## src/rtl/digit_field_draw.sv

```systemverilog
// rtl/digit_field_draw.sv - seven-segment BCD digit-field renderer for the VGA pixel pipeline
//
// Draws DIGITS seven-segment cells at a fixed origin. Value updates are tear-free:
// new values wait in pending_q and move to active_q only on the rising edge of vs_i.
// Blinking cells (edit cursors) are hidden on alternate blink half-periods.
//
// Ports:
//   clk_i, rst_i            pixel clock, synchronous active-high reset
//   digits_i                BCD values, cell d at [4d+3:4d]
//   digits_valid_i          strobe: capture digits_i into pending
//   edit_mask_i, blink_en_i per-cell blink select, global blink enable
//   x_i, y_i                current pixel coordinate
//   hs_i, vs_i, de_i        syncs / data enable aligned with x_i/y_i
//   color_o                 {r,g,b}, 2 cycles after x_i/y_i
//   hs_o, vs_o, de_o        syncs / de delayed to match color_o
module digit_field_draw #(
    parameter int DIGITS       = 6,
    parameter int PIX_X_W      = 12,
    parameter int PIX_Y_W      = 12,
    parameter int X0           = 64,
    parameter int Y0           = 32,
    parameter int DIG_W        = 24,
    parameter int DIG_H        = 40,
    parameter int GAP          = 8,
    parameter int THICK        = 4,
    parameter int BLINK_FRAMES = 30,
    parameter logic [2:0] BG_COLOR = 3'b000,
    parameter logic [2:0] FG_COLOR = 3'b111
) (
    input  logic                  clk_i,
    input  logic                  rst_i,
    input  logic [4*DIGITS-1:0]   digits_i,
    input  logic                  digits_valid_i,
    input  logic [DIGITS-1:0]     edit_mask_i,
    input  logic                  blink_en_i,
    input  logic [PIX_X_W-1:0]    x_i,
    input  logic [PIX_Y_W-1:0]    y_i,
    input  logic                  hs_i,
    input  logic                  vs_i,
    input  logic                  de_i,
    output logic [2:0]            color_o,
    output logic                  hs_o,
    output logic                  vs_o,
    output logic                  de_o
);

    localparam int PITCH = DIG_W + GAP;
    localparam int H2    = DIG_H / 2;
    localparam int LX_W  = $clog2(DIG_W);
    localparam int LY_W  = $clog2(DIG_H);
    localparam int IDX_W = (DIGITS > 1) ? $clog2(DIGITS) : 1;
    localparam int CNT_W = (BLINK_FRAMES > 1) ? $clog2(BLINK_FRAMES) : 1;

    localparam logic [LX_W-1:0]  LX_LEFT  = LX_W'(THICK);
    localparam logic [LX_W-1:0]  LX_RIGHT = LX_W'(DIG_W - THICK);
    localparam logic [LY_W-1:0]  LY_A     = LY_W'(THICK);
    localparam logic [LY_W-1:0]  LY_D     = LY_W'(DIG_H - THICK);
    localparam logic [LY_W-1:0]  LY_G_LO  = LY_W'(H2 - THICK / 2);
    localparam logic [LY_W-1:0]  LY_G_HI  = LY_W'(H2 - THICK / 2 + THICK);
    localparam logic [LY_W-1:0]  LY_MID   = LY_W'(H2);
    localparam logic [CNT_W-1:0] CNT_LAST = CNT_W'(BLINK_FRAMES - 1);

    // ---------------- frame-synchronous value and blink state ----------------
    logic                  vs_prev_q;
    logic                  frame_start;
    logic [4*DIGITS-1:0]   pending_q, pending_d;
    logic [4*DIGITS-1:0]   active_q, active_d;
    logic [CNT_W-1:0]      cnt_q, cnt_d;
    logic                  phase_q, phase_d;

    assign frame_start = vs_i & ~vs_prev_q;

    always_comb begin
        pending_d = pending_q;
        active_d  = active_q;
        cnt_d     = cnt_q;
        phase_d   = phase_q;
        if (digits_valid_i) begin
            pending_d = digits_i;
        end
        if (frame_start) begin
            // A strobe landing on the frame edge goes straight to the display.
            active_d = digits_valid_i ? digits_i : pending_q;
            if (cnt_q == CNT_LAST) begin
                cnt_d   = '0;
                phase_d = ~phase_q;
            end else begin
                cnt_d = cnt_q + CNT_W'(1);
            end
        end
    end

    // ---------------- stage 1: locate cell and local coordinates ----------------
    logic                  inside_d, inside_q;
    logic [IDX_W-1:0]      idx_d, idx_q;
    logic [LX_W-1:0]       lx_d, lx_q;
    logic [LY_W-1:0]       ly_d, ly_q;
    logic [31:0]           x_ext, y_ext;
    logic                  y_in;

    always_comb begin
        x_ext    = 32'(x_i);
        y_ext    = 32'(y_i);
        y_in     = (y_ext >= 32'(Y0)) && (y_ext < 32'(Y0 + DIG_H));
        inside_d = 1'b0;
        idx_d    = '0;
        lx_d     = '0;
        // Compare against each cell's span rather than dividing; the subtraction
        // only happens inside a matched span so it can never wrap.
        for (int d = 0; d < DIGITS; d++) begin
            if (x_ext >= 32'(X0 + d * PITCH) && x_ext < 32'(X0 + d * PITCH + DIG_W)) begin
                inside_d = y_in;
                idx_d    = IDX_W'(d);
                lx_d     = LX_W'(x_ext - 32'(X0 + d * PITCH));
            end
        end
        ly_d = y_in ? LY_W'(y_ext - 32'(Y0)) : '0;
    end

    // ---------------- stage 2: segment hit test and colour ----------------
    logic [3:0]  digit;
    logic        hidden;
    logic [6:0]  seg_on;   // {a,b,c,d,e,f,g}
    logic [6:0]  seg_hit;
    logic        left, right, top;
    logic        de_s1_q, hs_s1_q, vs_s1_q;
    logic [2:0]  color_d;

    always_comb begin
        digit  = 4'd0;
        hidden = 1'b0;
        for (int d = 0; d < DIGITS; d++) begin
            if (idx_q == IDX_W'(d)) begin
                digit  = active_q[4*d +: 4];
                hidden = blink_en_i & edit_mask_i[d] & phase_q;
            end
        end
        case (digit)
            4'd0:    seg_on = 7'b1111110;
            4'd1:    seg_on = 7'b0110000;
            4'd2:    seg_on = 7'b1101101;
            4'd3:    seg_on = 7'b1111001;
            4'd4:    seg_on = 7'b0110011;
            4'd5:    seg_on = 7'b1011011;
            4'd6:    seg_on = 7'b1011111;
            4'd7:    seg_on = 7'b1110000;
            4'd8:    seg_on = 7'b1111111;
            4'd9:    seg_on = 7'b1111011;
            default: seg_on = 7'b0000000;
        endcase
        left    = lx_q < LX_LEFT;
        right   = lx_q >= LX_RIGHT;
        top     = ly_q < LY_MID;
        seg_hit = {ly_q < LY_A,
                   right & top,
                   right & ~top,
                   ly_q >= LY_D,
                   left & ~top,
                   left & top,
                   (ly_q >= LY_G_LO) && (ly_q < LY_G_HI)};
        if (!de_s1_q) begin
            color_d = 3'b000;
        end else if (inside_q && !hidden && |(seg_on & seg_hit)) begin
            color_d = FG_COLOR;
        end else begin
            color_d = BG_COLOR;
        end
    end

    always_ff @(posedge clk_i) begin
        if (rst_i) begin
            vs_prev_q <= 1'b0;
            pending_q <= '0;
            active_q  <= '0;
            cnt_q     <= '0;
            phase_q   <= 1'b0;
            inside_q  <= 1'b0;
            idx_q     <= '0;
            lx_q      <= '0;
            ly_q      <= '0;
            de_s1_q   <= 1'b0;
            hs_s1_q   <= 1'b0;
            vs_s1_q   <= 1'b0;
            color_o   <= 3'b000;
            hs_o      <= 1'b0;
            vs_o      <= 1'b0;
            de_o      <= 1'b0;
        end else begin
            vs_prev_q <= vs_i;
            pending_q <= pending_d;
            active_q  <= active_d;
            cnt_q     <= cnt_d;
            phase_q   <= phase_d;
            inside_q  <= inside_d;
            idx_q     <= idx_d;
            lx_q      <= lx_d;
            ly_q      <= ly_d;
            de_s1_q   <= de_i;
            hs_s1_q   <= hs_i;
            vs_s1_q   <= vs_i;
            color_o   <= color_d;
            hs_o      <= hs_s1_q;
            vs_o      <= vs_s1_q;
            de_o      <= de_s1_q;
        end
    end

endmodule

```

## config.mk

```make
export PLATFORM = sky130hd
export DESIGN_NAME = digit_field_draw
export DESIGN_NICKNAME = d
export VERILOG_FILES = /design/src/rtl/digit_field_draw.sv
export SDC_FILE = /design/constraint.sdc
export NUM_CORES = 1
export LEC_CHECK = 0
export ABC_AREA = 1
export CORE_MARGIN = 2
export CORE_UTILIZATION = 31
export DETAILED_ROUTE_END_ITERATION = 8
export DONT_BUFFER_PORTS = 1
export HOLD_SLACK_MARGIN = 0.03
export PLACE_DENSITY = 0.47
export SLEW_MARGIN = 20
export SYNTH_ARGS = -nofsm -noshare
export SYNTH_HDL_FRONTEND = slang
export SYNTH_SLANG_ARGS = --single-unit
```

## constraint.sdc

```tcl
create_clock -name clk_i -period 3.23 [get_ports clk_i]
set_input_delay 0.646 -clock clk_i [delete_from_list [all_inputs] [get_ports clk_i]]
set_output_delay 0.646 -clock clk_i [all_outputs]
set_load 0.03 [all_outputs]
```

==> results of run 1 <==
==> worst max-delay path: cells and delay by family, from the launching register on <==
kind,cells,cell delay (ps)
compound gates,1,140
fa+ha+maj,1,260
buf+inv,2,210
flops,1,540
simple gates,12,1130
==> metal layers <==
| layer | global-route usage | share of wire | vias up |
|---|---|---|---|
| met5 | 0 | 0 | - |
| met4 | 0.0631 | 0.021 | 0 |
| met3 | 0.0450 | 0.040 | 11 |
| met2 | 0.207 | 0.47 | 36 |
| met1 | 0.155 | 0.47 | 1173 |
| li1 | - | - | 1361 |
==> through the flow <==
stage / total power [W] / worst slack [ps] / hold WS [ps]
after floorplan: 0.00113 / 1300 / 388
final: 0.00206 / 853 / 354
after global routing: 0.00216 / 591 / 328
after CTS: 0.00209 / 815 / 331
after detailed placement: 0.00115 / 841 / 401
after global placement: 0.00115 / 824 / 398
==> area by class of cell <==
| type | instances | area share |
|---|---|---|
| Sequential cell | 73 | 0.403 |
| Tap cell | 136 | 0.0469 |
| Multi-Input combinational cell | 278 | 0.422 |
| Inverter | 53 | 0.0548 |
| Clock inverter | 5 | 0.0352 |
| Timing Repair Buffer | 1 | 0.00207 |
| Clock buffer | 11 | 0.0362 |
==> logic make-up (layout without fill, tap and decap cells) <==
group	count (synthesis)	after routing	share of synthesized area
buffers and inverters	72	70	0.0878
and+or+nand+nor	174	174	0.242
muxes	24	24	0.0733
DFF	73	73	0.446
AOI/OAI and AO/OA	70	70	0.116
adders and majority gates	8	8	0.0305
xor gates and xnor gates	2	2	0.00534
==> worst min-delay path by stage <==
stage	start	endpoint	slack [ps]	cells after the start
after floorplan	hs_s1_q	hs_o	390	2
after global placement	hs_s1_q	hs_o	400	2
after detailed placement	hs_s1_q	hs_o	400	2
after CTS	rst_i	de_s1_q	330	1
after global routing	rst_i	de_s1_q	330	1
final	rst_i	de_s1_q	350	1
==> registers in the layout (all words and copies together) (netlist names) <==
register / cells
active_q: 24
cnt_q: 5
color_o: 1
de_o: 1
de_s1_q: 1
hs_o: 1
hs_s1_q: 1
idx_q: 3
inside_q: 1
lx_q: 3
ly_q: 5
pending_q: 24
phase_q: 1
vs_o: 1
vs_s1_q: 1
==> report_power, final <==
part | switching (W) | internal, W | leakage, nW | total [W]
combinational | 0.0000968 | 0.0000630 | 0.878 | 0.000160
sequential | 0.0000242 | 0.000947 | 0.600 | 0.000971
clock | 0.000335 | 0.000592 | 0.124 | 0.000927
total | 0.000456 | 0.00160 | 1.60 | 0.00206
==> cells in the mapped netlist, types with 2 or more instances <==
master / n
o21ai_1: 2
o21ai_0: 27
inv_1: 48
or2_1: 2
o2111ai_1: 3
a21oi_1: 32
or2_2: 2
buf_2: 2
nor2_2: 4
nor3_1: 6
ha_1: 8
buf_4: 2
nor4_1: 2
nand3_1: 14
nand2_1: 57
nand2_2: 3
clkbuf_1: 14
nor2_1: 65
mux2i_1: 24
nand3_2: 2
inv_2: 5
nand4_1: 11
dfxtp_1: 73
==> metrics.md, run 1 <==
| Metric | Value |
|---|---|
| Area after DPL | 3370 um^2 |
| Critical Path Most Common Cell | nand2_1 |
| GRT Total Usage | 0.130 |
| Pwr/cell area | 567 nW/um^2 |
| I/O pin cnt | 67 |
| Via count | 2581 |
| Clk Latency, worst-skew pair | 350 ps |
| Initial core utilization | 0.319 |
| Final HPWL DP | 5220 um |
| Top_reg_cell synth | dfxtp_1 |
| Placed cell count | 541 |
| Layout cell share with drive strength beyond 1 | 0.0855 |
| CTS max path bufs | 2 |
| Slack of the worst reg-to-reg path | 850 ps |
| Non-filler cells, final | 557 |
| Hold Fails Final Rpt | 0 |
| Syn_area_per_cell | 7.75 um^2 |
| DR WL/cell | 12.7 um |
| Worst Tran Pin Value | 852 ps |
| CP endpoint | color_o[1] |
| Grt ovf | 0 |
| Type of origin of the critical path | flop |
| DRT Pass-1 Iters | 4 |
| Setup Crit Path Kind | flop to flop |
| CTS tree | done |
| Root Driver | clkbuf_8 |
| FF-to-FF End | color_o[1] |
| Data arrival time of the critical path | 2630 ps |
| Die height | 107 um |
| Die area | 11400 um^2 |
| Reg clk slew, reported paths | 80 ps |
| Vias per inst | 4.63 |
| Area growth syn-to-layout | 10.7% |
| Cells after Synth | 423 |
| CTS sink count | 73 |
| Placer Congestion | 0.796 |
| Max Clock Skew | 8.20 ps |
| Cts-stage hold buffer count | 0 |
| Status | complete, no violations |
| Worst min-delay path category | input pin to flop |
| Crit end category | flop |
| # port buffers | 0 |
| Nets | 485 |
| Cts bufs inserted | 9 |
| Setup TNS | 0 ps |
| Slew Limit Headroom | 0.431 |
| Ys async rst share | 0 |
| Number of diodes | 0 |
| Setup crit start | idx_q[1] |
| Maximum VDD drop | 0.296 mV |
| Synthesized flop and latch total | 73 |
| Post-CTS setup buffer count | 0 |
| Cell taking the most area after synthesis | dfxtp_1 |
| Antenna violations before repair | 0 |
| Number of synthesized flops with an enable pin | 0 |
| Mapped Nets | 492 |
| CP cell instances | inv_1, nor3_1, nand2_1, nand4_1, o21ai_0, nand2_1, inv_1, ha_1, nand2_1, nand2_1, nand2_1, nand2_1, nand2_1, nand3_1, nor2_1, nor2_1 |
| R2R Path Start | idx_q[1] |
| First-pass GRT wire length | 11400 um |
| Crit path largest cell delay | 540 ps |
| DRT antenna net count | 0 |
| RSZ-0062 raised after global routing | false |
| Commonest non-fill, non-tap cell in the layout | dfxtp_1 |
| Fill cells | 1129 |
| Cell area after synthesis | 3280 um^2 |
| Synth unique cells | 38 |
| Drt drc | 0 |
| Final setup vio count | 0 |
| Cts repair resizes | 0 |
| Sequential standard cell area | 1460 um^2 |
| Total core area | 10300 um^2 |
| Worst EP required | 3480 ps |
| Cell area after layout | 3630 um^2 |
| Multi-input gate area | 1530 um^2 |
| Vias in the first global route | 2406 |
| Maxcap violations | 0 |
| Rows | 37 |
| Cell leakage power | 1.60 nW |
| Final cycle utilization of the critical path | 0.736 |
| H-tree depth | 3 |
| Most frequent cells in the layout | dfxtp_1, nor2_1, nand2_1 |
| Slew Limit Fails | 0 |
| Synth top area cells | dfxtp_1, nor2_1, mux2i_1 |
| Critical-path maximum fanout | 8 |
| Post-layout min period | 2380 ps |
| Routed WL | 7060 um |
| Peak Freq | 421 MHz |
| Final core occ | 0.353 |
| First-iteration detailed-routing DRC count | 57 |
| Die W | 107 um |
| Warnings from Yosys | 0 |
| Top cell type's share of synthesized area | 0.446 |
| Crit-path slowest cell | dfxtp_1 |
| Post-synthesis sequential area ratio | 0.446 |
| Pin count of the biggest net entering global routing | 36 |
| FF-to-FF path depth | 16 |
Power figures use the tool's default switching activity.
==> inputs of run 2 (changes only) <==
- ABC_AREA: 1 -> 0
- PLACE_DENSITY: 0.47 -> 0.48
- clock period: 3.23 -> 2.02 ns (I/O delays scaled with it)
==> run 2 against run 1 <==
  * Global-route usage shrank 0.35 points
  * Power grew 47%
  * Cell count shrank 17%
  * Synthesized cell count shrank 24%
  * Routed wire length shrank 5.5%
  * Clock skew grew 5.6 ps
  * The flow now finishes with violations (negative setup slack)
  * Via count shrank 14%
  * Flip-flop and latch count is the same
==> metrics.md, run 2 <==
| Metric | Value |
|---|---|
| Status | finished, violations left |
| Failing checks | negative setup slack |
| Synth top area cells | dfxtp_1, mux2i_1, nor2_1 |
| Data arrival time of the critical path | 2340 ps (-290 ps) |
| Crit end category | flop |
| Worst EP required | 2230 ps (-1250 ps) |
| Drt drc | 0 (unchanged) |
| Slew Limit Fails | 0 (unchanged) |
| DR WL/cell | 14.3 um (+13%) |
| Cell taking the most area after synthesis | dfxtp_1 |
| Final cycle utilization of the critical path | 1.05 (+0.315) |
| Worst setup margin | -103 ps (-956 ps) |
| Type of origin of the critical path | flop |
| Synthesized flop and latch total | 73 (unchanged) |
| Worst Tran Pin Value | 560 ps (-292 ps) |
| Total core area | 9770 um^2 (-4.9%) |
| Top cell type's share of synthesized area | 0.467 (+0.0218) |
| FF-to-FF path depth | 8 (-8) |
| Rows | 36 (-2.7%) |
| Most frequent cells in the layout | dfxtp_1, nor2_1, mux2i_1 |
| DRT Pass-1 Iters | 4 (unchanged) |
| Maximum VDD drop | 0.343 mV (+16%) |
| Area growth syn-to-layout | 14.4% |
| Top cells by count, synth | dfxtp_1, nor2_1, mux2i_1 |
| Most common cell in the synthesized netlist | dfxtp_1 |
| Post-synthesis sequential area ratio | 0.467 (+0.0218) |
| Critical-path maximum fanout | 5 (-3) |
| Slew Limit Headroom | 0.623 (+0.191) |
| Hold Worst Slack | 109 ps (-245 ps) |
| R2R Path Start | idx_q[0] |
| Antenna violations before repair | 0 (unchanged) |
| Vias per inst | 4.77 (+2.8%) |
| CTS sink count | 73 (unchanged) |
| Grt ovf | 0 (unchanged) |
| Slack of the worst reg-to-reg path | -100 ps (-960 ps) |
| Clk Latency, worst-skew pair | 350 ps (about the same) |
| Pin count of the biggest net entering global routing | 60 (+67%) |
| Area after DPL | 3310 um^2 (-1.8%) |
| Worst hold start | rst_i |
| Pwr/cell area | 845 nW/um^2 (+49%) |
| Syn_area_per_cell | 9.77 um^2 (+26%) |
| Cell leakage power | 1.40 nW (-13%) |
| Non-filler cells, final | 465 (-17%) |
| Placer Congestion | 0.748 (-6.0%) |
| Cell area after synthesis | 3130 um^2 (-4.7%) |
| CTS max path bufs | 2 (unchanged) |
| First-pass GRT wire length | 10800 um (-4.7%) |
| I/O pin cnt | 67 (unchanged) |
| DRT antenna net count | 0 (unchanged) |
| Tot Pwr | 0.00302 W (+47%) |
| Warnings from Yosys | 0 (unchanged) |
| Synth unique cells | 55 (+45%) |
| Cells after Synth | 320 (-24%) |
| Die height | 104 um (-2.3%) |
| Biggest regs | active_q: 24 flops, pending_q: 24 flops |
| H-tree depth | 3 (unchanged) |
| Hold depth | 1 (unchanged) |
| Setup Crit Path Kind | flop to flop |
| Hold Fails Final Rpt | 0 (unchanged) |
| RSZ-0062 raised after global routing | true |
| Die W | 104 um (-2.3%) |
| Cts bufs inserted | 9 (unchanged) |
| Final HPWL DP | 4780 um (-8.5%) |
| Worst slack, placed | -90.7 ps (-932 ps) |
| Vias in the first global route | 2166 (-10%) |
| Endpoint, Worst Hold | de_s1_q |
| Routed WL | 6670 um (-5.5%) |
| Final setup vio count | 1 (+1) |
| Top_reg_cell synth | dfxtp_1 |
| GRT Total Usage | 0.126 (-0.00352) |
| Maxcap violations | 0 (unchanged) |
| First-iteration detailed-routing DRC count | 81 (+42%) |
| Layout cell share with drive strength beyond 1 | 0.166 (+0.0802) |
| Post-layout min period | 2120 ps (-254 ps) |
| Mapped Nets | 389 (-21%) |
| Cell area after layout | 3580 um^2 (-1.5%) |
| Number of diodes | 0 (unchanged) |
| Worst min-delay path category | input pin to flop |
| # port buffers | 0 (unchanged) |
| Nets | 396 (-18%) |
| Root Driver | clkbuf_8 |
| CTS tree | done |
| Number of synthesized flops with an enable pin | 0 (unchanged) |
| Max Clock Skew | 13.8 ps (+5.56 ps) |
| Placed cell count | 447 (-17%) |
| Reg clk slew, reported paths | 90 ps (about the same) |
| Commonest non-fill, non-tap cell in the layout | dfxtp_1 |
| Peak Freq | 471 MHz (+12%) |
| FF-to-FF End | color_o[1] |
| Initial core utilization | 0.320 (+0.000803) |
| Ys async rst share | 0 (unchanged) |
| Via count | 2216 (-14%) |
| Die area | 10900 um^2 (-4.5%) |
| Cts-stage hold buffer count | 0 (unchanged) |
-- run 2: area by class of cell --
cell class	count	area, um^2
multi-input cells	219	1570
flip-flops and latches	73	1470
inverters	8	30.0
clock inverters	7	87.6
well taps	133	166
clock buffers	9	124
fillers	1021	6200
repair buffers	16	133
-- run 2: report_power, final --
part / leakage, nW / switching, W / internal [W]
clock network: 0.0996 / 0.000611 / 0.000593
logic: 0.699 / 0.000132 / 0.000134
registers: 0.601 / 0.0000399 / 0.00151
total: 1.40 / 0.000783 / 0.00224
-- run 2: how the worst max path moves through the flow --
| stage | start | endpoint | cells past startpoint |
|---|---|---|---|
| final | idx_q[0] | color_o[1] | 8 |
| after global routing | idx_q[0] | color_o[1] | 8 |
| after CTS | idx_q[0] | color_o[1] | 9 |
| after detailed placement | idx_q[0] | color_o[1] | 8 |
| after global placement | idx_q[0] | color_o[1] | 10 |
| after floorplan | idx_q[0] | color_o[1] | 10 |
-- run 2: stage by stage --
| stage | utilization | TNS, ps |
|---|---|---|
| floorplan | - | -123 |
| global placement | 0.339 | -77.4 |
| detailed placement | 0.339 | -90.7 |
| CTS | 0.365 | -101 |
| global route | 0.366 | -196 |
| finish | 0.366 | -103 |
-- run 2: critical path: stages (launching register included) --
cell      delay, ps
dfxtp_4         380
mux4_2          550
buf_4           160
a21oi_2         150
ha_1            250
nand3_1          70
nor2_1           50
o311ai_2        240
a41oi_2         130
-- run 2: logic make-up (layout without fill, tap and decap cells) --
logic type	after synthesis	after routing	share of synthesized area
mux	36	36	0.127
buf+inv	28	40	0.0448
flops	73	73	0.467
simple gates	118	118	0.183
compound gates	51	51	0.129
xor+xnor	6	6	0.0168
fa+ha+maj	8	8	0.0320
-- run 2: repair_timing --
action	in CTS	in global routing
setup buffers	1	1
resized for setup	7	2
pin swaps	3	2
endpoints found under the setup margin	1	1
-- run 2: routing by layer --
metal | GRT usage | vias up | wire length (um)
met4 | 0.0618 | 0 | 138
li1 | - | 1140 | -
met3 | 0.0476 | 15 | 404
met1 | 0.170 | 1009 | 3330
met5 | 0 | - | 0
met2 | 0.175 | 52 | 2790
==> inputs of run 3 (changes only) <==
- PLACE_DENSITY: 0.48 -> 0.47
- clock period: 2.02 -> 2.37 ns (I/O delays scaled with it)
==> run 3 against run 2 <==
  * Flip-flop and latch count is the same
  * Critical path type unchanged
  * Count of clock-buffer cells in the layout is the same
  * The flow now finishes without violations
  * Non-clock buffer count shrank 9
==> metrics.md, run 3 (synthesis results as in run 2) <==
| Metric | Value |
|---|---|
| RSZ-0062 raised after global routing | false |
| Cts bufs inserted | 9 (unchanged) |
| GRT Total Usage | 0.128 (+0.00221) |
| Pin count of the biggest net entering global routing | 60 (unchanged) |
| Most frequent cells in the layout | dfxtp_1, nor2_1, mux2i_1 |
| Global Route met1 Usage | 0.166 (-0.00462) |
| Data arrival time of the critical path | 2470 ps (+130 ps) |
| Initial core utilization | 0.320 (unchanged) |
| Worst setup margin | 173 ps (+276 ps) |
| Cell area after layout | 3490 um^2 (-2.3%) |
| Peak Freq | 455 MHz (-3.4%) |
| Crit-path slowest cell | dfxtp_1 |
| Vias per inst | 4.73 (-0.72%) |
| Cts-stage hold buffer count | 0 (unchanged) |
| Routed WL | 6520 um (-2.2%) |
| Crit end category | flop |
| Placer Congestion | 0.756 (+1.1%) |
| Top Usage Layer GRT | met2 |
| Setup TNS | 0 ps (+103 ps) |
| Slew Limit Fails | 0 (unchanged) |
| Die area | 10900 um^2 (unchanged) |
| Crit path largest cell delay | 530 ps (-20 ps) |
| Final HPWL DP | 4690 um (-1.8%) |
| Setup crit start | idx_q[1] |
| Area growth syn-to-layout | 11.8% |
| Die W | 104 um (unchanged) |
| Biggest regs | active_q: 24 flops, pending_q: 24 flops |
| FF-to-FF End | color_o[1] |
| Fill cells | 1021 (unchanged) |
| Via count | 2167 (-2.2%) |
| CP endpoint | color_o[1] |
| Hold Fails Final Rpt | 0 (unchanged) |
| Grt ovf | 0 (unchanged) |
| First-pass GRT wire length | 11000 um (+1.7%) |
| Total core area | 9770 um^2 (unchanged) |
| Clk Latency, worst-skew pair | 350 ps (about the same) |
| # port buffers | 0 (unchanged) |
| Met3 usage | 0.0345 (-0.0132) |
| Area after DPL | 3240 um^2 (-2.0%) |
| Post-layout min period | 2200 ps (+74.3 ps) |
| Critical-path maximum fanout | 10 (+5) |
| Rows | 36 (unchanged) |
| First-iteration detailed-routing DRC count | 102 (+26%) |
| Crit-path leading delay family | compound AO/OA/AOI/OAI gates |
| Maxcap violations | 0 (unchanged) |
| Final cycle utilization of the critical path | 0.927 (-0.124) |
| Max Clock Skew | 7.29 ps (-6.46 ps) |
| CP Buf/Inv Count | 1 (unchanged) |
| CP cell instances | mux4_2, a21oi_2, inv_1, ha_1, nor2_1, o31ai_2, o221ai_1, a41oi_2 |
| Met2 Track Usage GR | 0.196 (+0.0210) |
| Cell leakage power | 1.36 nW (-2.8%) |
| Worst slack, placed | 73.9 ps (+165 ps) |
| Layout cell share with drive strength beyond 1 | 0.124 (-0.0418) |
| H-tree depth | 3 (unchanged) |
| Final setup vio count | 0 (-1) |
| CTS sink count | 73 (unchanged) |
| DRT Pass-1 Iters | 4 (unchanged) |
| R2R Path Start | idx_q[1] |
| Worst path depth | 8 (unchanged) |
| Nets | 387 (-2.3%) |
| Antenna violations before repair | 0 (unchanged) |
| FF-to-FF path depth | 8 (unchanged) |
| Pwr/cell area | 775 nW/um^2 (-8.4%) |
| DRT antenna net count | 0 (unchanged) |
| Worst Tran Pin Value | 559 ps (-0.730 ps) |
| DR WL/cell | 14.2 um (-0.73%) |
| Root Driver | clkbuf_8 |
| Slack of the worst reg-to-reg path | 170 ps (+280 ps) |
| I/O pin cnt | 67 (unchanged) |
| Drt drc | 0 (unchanged) |
| CTS tree | done |
| Vias in the first global route | 2182 (+0.74%) |
| CTS max path bufs | 2 (unchanged) |
| Hold Worst Slack | 188 ps (+78.2 ps) |
| Slew Limit Headroom | 0.623 (about the same) |
| Status | complete, no violations |
| Setup Crit Path Kind | flop to flop |
| Maximum VDD drop | 0.258 mV (-25%) |
| Type of origin of the critical path | flop |
| Post-CTS setup buffer count | 0 (-1) |
| Reg clk slew, reported paths | 80 ps (about the same) |
| Worst EP required | 2640 ps (+410 ps) |
| Die height | 104 um (unchanged) |
| Commonest non-fill, non-tap cell in the layout | dfxtp_1 |
| Tot Pwr | 0.00271 W (-10%) |
| Worst min-delay path category | input pin to flop |
## run 3: cell count changes in the layout (fill, tap and decap cells not counted), moves of 2 or more
cell,delta
buf_4,-8
diode_2,+2
bufinv_16,+2
inv_6,-3
## run 3: repair_timing
item / CTS / global route
gates resized for setup: 0 / 4
setup endpoints to repair: 0 / 1
endpoints found under the hold margin: 0 / 0
## run 3: power by group
| part | switching, W | internal (W) |
|---|---|---|
| Combinational | 0.000108 | 0.000100 |
| Clock | 0.000476 | 0.000699 |
| Sequential | 0.0000332 | 0.00129 |
| Total | 0.000618 | 0.00209 |
## run 3: stage by stage
step	cells	util
6_report	458	0.358
3_5_place_dp	440	0.332
5_1_grt	456	0.357
3_3_place_gp	440	0.332
2_1_floorplan	320	-
4_1_cts	456	0.357
## run 3: worst min-delay path by stage
stage / startpoint / slack, ps / end / cells after the start
after floorplan: hs_s1_q / 410 / hs_o / 1
after global placement: hs_s1_q / 450 / hs_o / 1
after detailed placement: hs_s1_q / 450 / hs_o / 1
after CTS: rst_i / 160 / de_s1_q / 1
after global routing: rst_i / 160 / de_s1_q / 1
final: y_i[5] / 190 / ly_q[5] / 1
## run 3: layout make-up
type	instances	area, um^2	area share
repair buffers	7	52.6	0.0150
clock buffers	9	124	0.0354
clock inverters	7	119	0.0340
well taps	133	166	0.0476
inverters	8	30.0	0.00859
diodes	2	5.00	0.00143
multi-input cells	219	1540	0.440
flip-flops and latches	73	1460	0.418
## run 3: routing by layer
layer	routed length, um	share of wire
met2	2880	0.44
met3	235	0.036
met1	3260	0.50
met5	0	0
met4	144	0.022
